==> config.mk <==
export PLATFORM = sky130hd
export DESIGN_NAME = am_envelope_decoder
export DESIGN_NICKNAME = d
export VERILOG_FILES = /design/src/rtl/am_envelope_decoder.sv
export SDC_FILE = /design/constraint.sdc
export NUM_CORES = 1
export LEC_CHECK = 0
export ABC_AREA = 1
export BUFFER_PORTS_ARGS = -buffer_cell sky130_fd_sc_hd__buf_2
export CAP_MARGIN = 15
export CORE_UTILIZATION = 43
export DETAILED_ROUTE_END_ITERATION = 12
export PLACE_DENSITY = 0.59
export SLEW_MARGIN = 20
export SYNTH_ARGS = -nofsm -noshare
export SYNTH_HDL_FRONTEND = slang
export SYNTH_SLANG_ARGS = --single-unit
==> constraint.sdc <==
create_clock -name clk -period 5.5 [get_ports clk]
set_input_delay 0.55 -clock clk [delete_from_list [all_inputs] [get_ports clk]]
set_output_delay 0.55 -clock clk [all_outputs]
set_load 0.02 [all_outputs]
==> src/rtl/am_envelope_decoder.sv <==
// rtl/am_envelope_decoder.sv - recovers a distance code from the peak-to-peak swing of an AM sample stream
module am_envelope_decoder #(
  parameter int AM_WIDTH      = 7,
  parameter int WIDTH         = 13,
  parameter int LOG2_MAX_DIST = 11,
  parameter int LOG2_WINDOW   = 7,
  parameter int LOG2_AVG      = 2
) (
  input  logic                clk,
  input  logic                reset_n,
  input  logic                enable,
  input  logic                sample_valid,
  input  logic [AM_WIDTH-1:0] am_in,
  output logic [WIDTH-1:0]    distance_out,
  output logic                distance_valid,
  output logic                busy
);

  localparam logic [1:0] S_IDLE = 2'd0;
  localparam logic [1:0] S_ACQ  = 2'd1;
  localparam logic [1:0] S_CALC = 2'd2;

  localparam int ACC_W      = AM_WIDTH + LOG2_AVG;
  localparam int PROD_W     = AM_WIDTH + LOG2_MAX_DIST;
  localparam int LAST_WIN_I = (2 ** LOG2_AVG) - 1;

  localparam logic [LOG2_WINDOW-1:0] LAST_SMP = '1;
  localparam logic [LOG2_AVG:0]      LAST_WIN = LAST_WIN_I[LOG2_AVG:0];

  logic [1:0]             state;
  logic [LOG2_WINDOW-1:0] smp_cnt;
  logic [LOG2_AVG:0]      win_cnt;
  logic [AM_WIDTH-1:0]    max_q;
  logic [AM_WIDTH-1:0]    min_q;
  logic [ACC_W-1:0]       acc;
  logic [AM_WIDTH-1:0]    avg_q;
  logic                   fire;

  logic                   accept;
  logic                   first_smp;
  logic                   win_done;
  logic [AM_WIDTH-1:0]    nmax;
  logic [AM_WIDTH-1:0]    nmin;
  logic [AM_WIDTH-1:0]    p2p;
  logic [ACC_W-1:0]       acc_next;
  logic [AM_WIDTH-1:0]    avg;
  logic [PROD_W-1:0]      scaled;

  assign accept    = (state == S_ACQ) && sample_valid;
  assign first_smp = (smp_cnt == '0);
  assign win_done  = accept && (smp_cnt == LAST_SMP);

  // The window's closing sample is folded into max/min before p2p is taken.
  assign nmax     = (first_smp || (am_in > max_q)) ? am_in : max_q;
  assign nmin     = (first_smp || (am_in < min_q)) ? am_in : min_q;
  assign p2p      = nmax - nmin;
  assign acc_next = acc + ACC_W'(p2p);

  assign avg    = acc[ACC_W-1:LOG2_AVG];
  assign scaled = (PROD_W'(avg_q) << LOG2_MAX_DIST) >> AM_WIDTH;

  assign busy = (state != S_IDLE);

  always_ff @(posedge clk or negedge reset_n) begin
    if (!reset_n) begin
      state   <= S_IDLE;
      smp_cnt <= '0;
      win_cnt <= '0;
      max_q   <= '0;
      min_q   <= '0;
      acc     <= '0;
      avg_q   <= '0;
      fire    <= 1'b0;
    end else if (!enable) begin
      // Abort discards any partial window and the running accumulator.
      state   <= S_IDLE;
      smp_cnt <= '0;
      win_cnt <= '0;
      acc     <= '0;
      fire    <= 1'b0;
    end else begin
      case (state)
        S_IDLE: begin
          fire  <= 1'b0;
          state <= S_ACQ;
        end
        S_ACQ: begin
          fire <= 1'b0;
          if (accept) begin
            smp_cnt <= smp_cnt + 1'b1;
            max_q   <= nmax;
            min_q   <= nmin;
            if (win_done) begin
              acc <= acc_next;
              if (win_cnt == LAST_WIN) begin
                win_cnt <= '0;
                state   <= S_CALC;
              end else begin
                win_cnt <= win_cnt + 1'b1;
              end
            end
          end
        end
        S_CALC: begin
          avg_q   <= avg;
          acc     <= '0;
          win_cnt <= '0;
          fire    <= 1'b1;
          state   <= S_ACQ;
        end
        default: begin
          fire  <= 1'b0;
          state <= S_IDLE;
        end
      endcase
    end
  end

  // Result is scaled and published one cycle after CALC latches the average.
  always_ff @(posedge clk or negedge reset_n) begin
    if (!reset_n) begin
      distance_out   <= '0;
      distance_valid <= 1'b0;
    end else begin
      distance_valid <= fire;
      if (fire) distance_out <= WIDTH'(scaled);
    end
  end

endmodule
==> impl.org <==
** Final layout
- Cells with a size suffix above 1 make up 13.1% of the layout.
- Number of antenna repair diodes :: 0
- Util after Layout :: 48.5%
- Leaving out filler cells and counting taps, the final layout contains 520.
- The finished cells cover 3540 sq um.
- Reg area :: 1280 sq um
- Highest-count cells in the layout ignoring fill and taps :: 93 x nand2_1, 62 x inv_1, 51 x dfrtp_1
- The final layout contains 461 nets.
- The library cell used most frequently in the layout, excluding fill and tap cells, is nand2_1.
- In the final layout, the multi-input gates occupy 1670 sq um.
- From synthesis to final layout, the design area changed by 8.65%.
- Filler cell count :: 724

** Route
- Number of design-rule violations left by the first detailed-router iteration :: 111
- Mean routed wirelength per cell :: 11.3 um
- The routed layout has 2450 vias.
- Summed over all layers, the routed wires come to 5890 um.
- After detailed routing, the number of remaining DRC violations is 0.
- Remaining antenna violation count after routing :: 0
- The first TritonRoute pass finished after 4 iterations.
- Dividing the detail-routed via count by the number of cells gives 4.71.

** Global routing
- Via count of the first global-routing pass :: 2403
- Largest net degree at the start of global routing :: 52
- Antenna violations before repair :: 0
- GRT Util Overall :: 17.0%
- Summed over all layers, the global routing overflow is 0.
- Wire length of the first global-routing pass :: 10500 um

** Job
- Across the run, the number of max-cap violations was 0.

** Floorplan
- Die footprint :: 7920 sq um
- 26 I/O pins were placed.
- Once the floorplan was initialized, standard cells occupied 44.6% of the core.
- The floorplan step set the die height to 89.0 um.
- Core Region :: 7290 sq um
- Number of cell rows :: 31
- The floorplan step set the die width to 89.0 um.

** Placement
- Counting tap cells, the placed design contains a total of 512 instances.
- Estimated wirelength of the detail-placed design :: 4520 um
- Placer Congestion :: 0.777
- During placement, the flow inserted port buffers numbering 19.
- Post-place instance area :: 3420 sq um

** Critical path
- Startpoint Class :: register
- The startpoint identified for the worst register-to-register timing path is max_q[6].
- The critical path is of the register to register type.
- Peak fanout along the critical path :: 13
- Critical-path cell list :: inv_1 > ha_1 > nand2_1 > inv_1 > a21oi_1 > nand2_1 > nand2_1 > nand2_2 > o21ai_0 > ha_1 > a21oi_1 > o21ai_1 > nand2_1 > xnor2_1 > ha_1 > nand2_1 > o21ai_0 > a21oi_1 > o21ai_0 > nand2_1 > nand2_1 > nand3_1 > o21ai_0 > a21oi_1
- The worst register-to-register path has a setup slack of 1250 ps.
- For the worst flop-to-flop path, the logic depth is 24.
- The worst setup path is captured at a register.
- By instance count, the cell type seen most on the critical path is nand2_1.
- Data on the critical path arrives at its endpoint at 4430 ps.
- Cell type of the slowest stage on the worst timing path :: o21ai_0
- Crit path required time :: 5680 ps
- Worst stage delay on the critical path :: 470 ps
- The worst register-to-register path ends at acc[8].

** Pwr
- The analysis attributes to cell leakage a power of 0.00185 uW.
- VDD sags by at most 0.000135 V.
- PD cells :: 364 nW/um^2

** CTS
- Post-CTS Setup Bufs :: 0
- Maximum level of the CTS H-tree :: 2
- Buffers inserted during clock tree synthesis total 5.
- The root buffer cell chosen for the clock tree is clkbuf_8.
- Total number of clock tree sinks :: 51
- After clock tree synthesis, the clock-pin slew on the worst setup and hold paths is 100 ps.
- The longest clock path from root to sink contains 2 buffers.
- Post-CTS repair changed the size of 0 cells.
- Buffers inserted to repair hold after CTS numbered 0.
- TritonCTS built the clock tree.
- Clock network latency to the later pin of the worst-skew pair :: 310 ps

** Synthesis
- Average instance area after synthesis :: 8.14 sq um
- Library cells used by synthesis :: 40
- Sequential elements use 39.2% of the synthesized area.
- Yosys reg bits :: 51
- Post-synthesis instance area :: 3260 sq um
- Warnings, synthesis :: 0
- In the synthesized netlist, the number of instances is 400.

** Worst hold path
- Worst hold-check path type :: primary input to asynchronous set/reset pin

** Timing
- For the pin with the worst max-slew slack, the measured transition is 938 ps.
- In the final timing run, aggregate negative setup slack is 0 ps.
- The number of max-slew violations in the final report was 0.
- Count of final hold-check violations :: 0
- Worst-case headroom to the max-slew limit :: 37.3%
- Post-route clock period utilization :: 77.3%
- Highest attainable clock frequency :: 235 MHz
- For the final database, setup skew stands at 17.0 ps.
- Setup repair after global routing left no endpoint under its margin.
- Minimum clock period after layout :: 4250 ps
- Setup violations remaining at the end of the flow were counted as 0.

** Run status
- Outcome :: finished clean
[through the flow]
step	power [uW]	setup slack (ps)	hold slack, ps
finish	1290	1250	343
global route	1410	770	413
CTS	1300	1220	373
detailed placement	1040	1010	471
global placement	1030	1080	462
floorplan	923	1630	254
[layout make-up]
| type | instances | area share [%] |
|---|---|---|
| clock buffers | 5 | 1.95 |
| well taps | 99 | 3.50 |
| flip-flops and latches | 51 | 36.1 |
| inverters | 66 | 7.15 |
| repair buffers | 20 | 2.90 |
| multi-input cells | 276 | 47.2 |
| clock inverters | 3 | 1.24 |
[Yosys cell counts (all sizes together)]
cell type | n | area (sq um)
nand4 | 5 | 46.3
o22ai | 6 | 37.5
a31oi | 1 | 6.26
a22o | 1 | 8.76
xnor2 | 3 | 26.3
ha | 28 | 350
mux2 | 7 | 78.8
xor2 | 3 | 26.3
o21a | 2 | 15.0
nor4 | 2 | 27.5
o31ai | 1 | 12.5
conb | 1 | 3.75
a21o | 1 | 7.51
o21bai | 1 | 7.51
buf | 9 | 65.1
inv | 65 | 244
o21ai | 39 | 210
nor2 | 24 | 106
clkbuf | 3 | 11.3
a21oi | 18 | 90.1
nor3 | 2 | 21.3
o32ai | 1 | 8.76
dfrtp | 51 | 1280
nand3 | 20 | 100
and2 | 2 | 15.0
clkinv | 1 | 8.76
fa | 2 | 40.0
nand2 | 101 | 404
[worst max-delay path by stage]
stage / from / endpoint / depth (start not counted)
3_5_place_dp: am_in[5] / acc[8] / 24
4_1_cts: max_q[6] / acc[8] / 24
3_3_place_gp: am_in[6] / acc[8] / 24
2_1_floorplan: am_in[2] / acc[8] / 22
5_1_grt: max_q[6] / acc[8] / 24
6_report: max_q[6] / acc[8] / 24
[per-layer routing]
layer,global-route usage (%),wire length (um)
met5,0,0
met4,3.90,53
met3,2.77,108
met2,29.2,2580
met1,22.5,3150
[cell families after synthesis]
| group | Yosys count | share of synthesized area (%) |
|---|---|---|
| AND/OR/NAND/NOR | 156 | 22.1 |
| buffers and inverters | 78 | 10.1 |
| AO/OA/AOI/OAI | 71 | 12.4 |
| flip-flops | 51 | 39.2 |
| adder cells (fa/ha/maj) | 30 | 12.0 |
| multiplexers | 7 | 2.42 |
| XOR/XNOR | 6 | 1.61 |
| other | 1 | 0.115 |
[power by group]
group	leakage [uW]	internal [uW]	switching [uW]
Combinational	0.00113	214	327
Sequential	0.000656	444	40.8
Clock	0.0000581	136	126
Total	0.00185	794	493
[registers in the layout (all words and copies together) (netlist names)]
signal          cells
min_q               7
max_q               7
distance_valid      1
avg_q               7
distance_out        7
win_cnt             3
smp_cnt             7
state               2
acc                 9
fire                1
[worst max-delay path: cells and delay by family (launching register included)]
family,cells,cell delay (ps)
AO/OA/AOI/OAI,9,1720
adder cells (fa/ha/maj),3,940
AND/OR/NAND/NOR,9,880
flip-flops,1,390
buffers and inverters,2,100
XOR/XNOR,1,70
(Power assumes the default switching activity.)
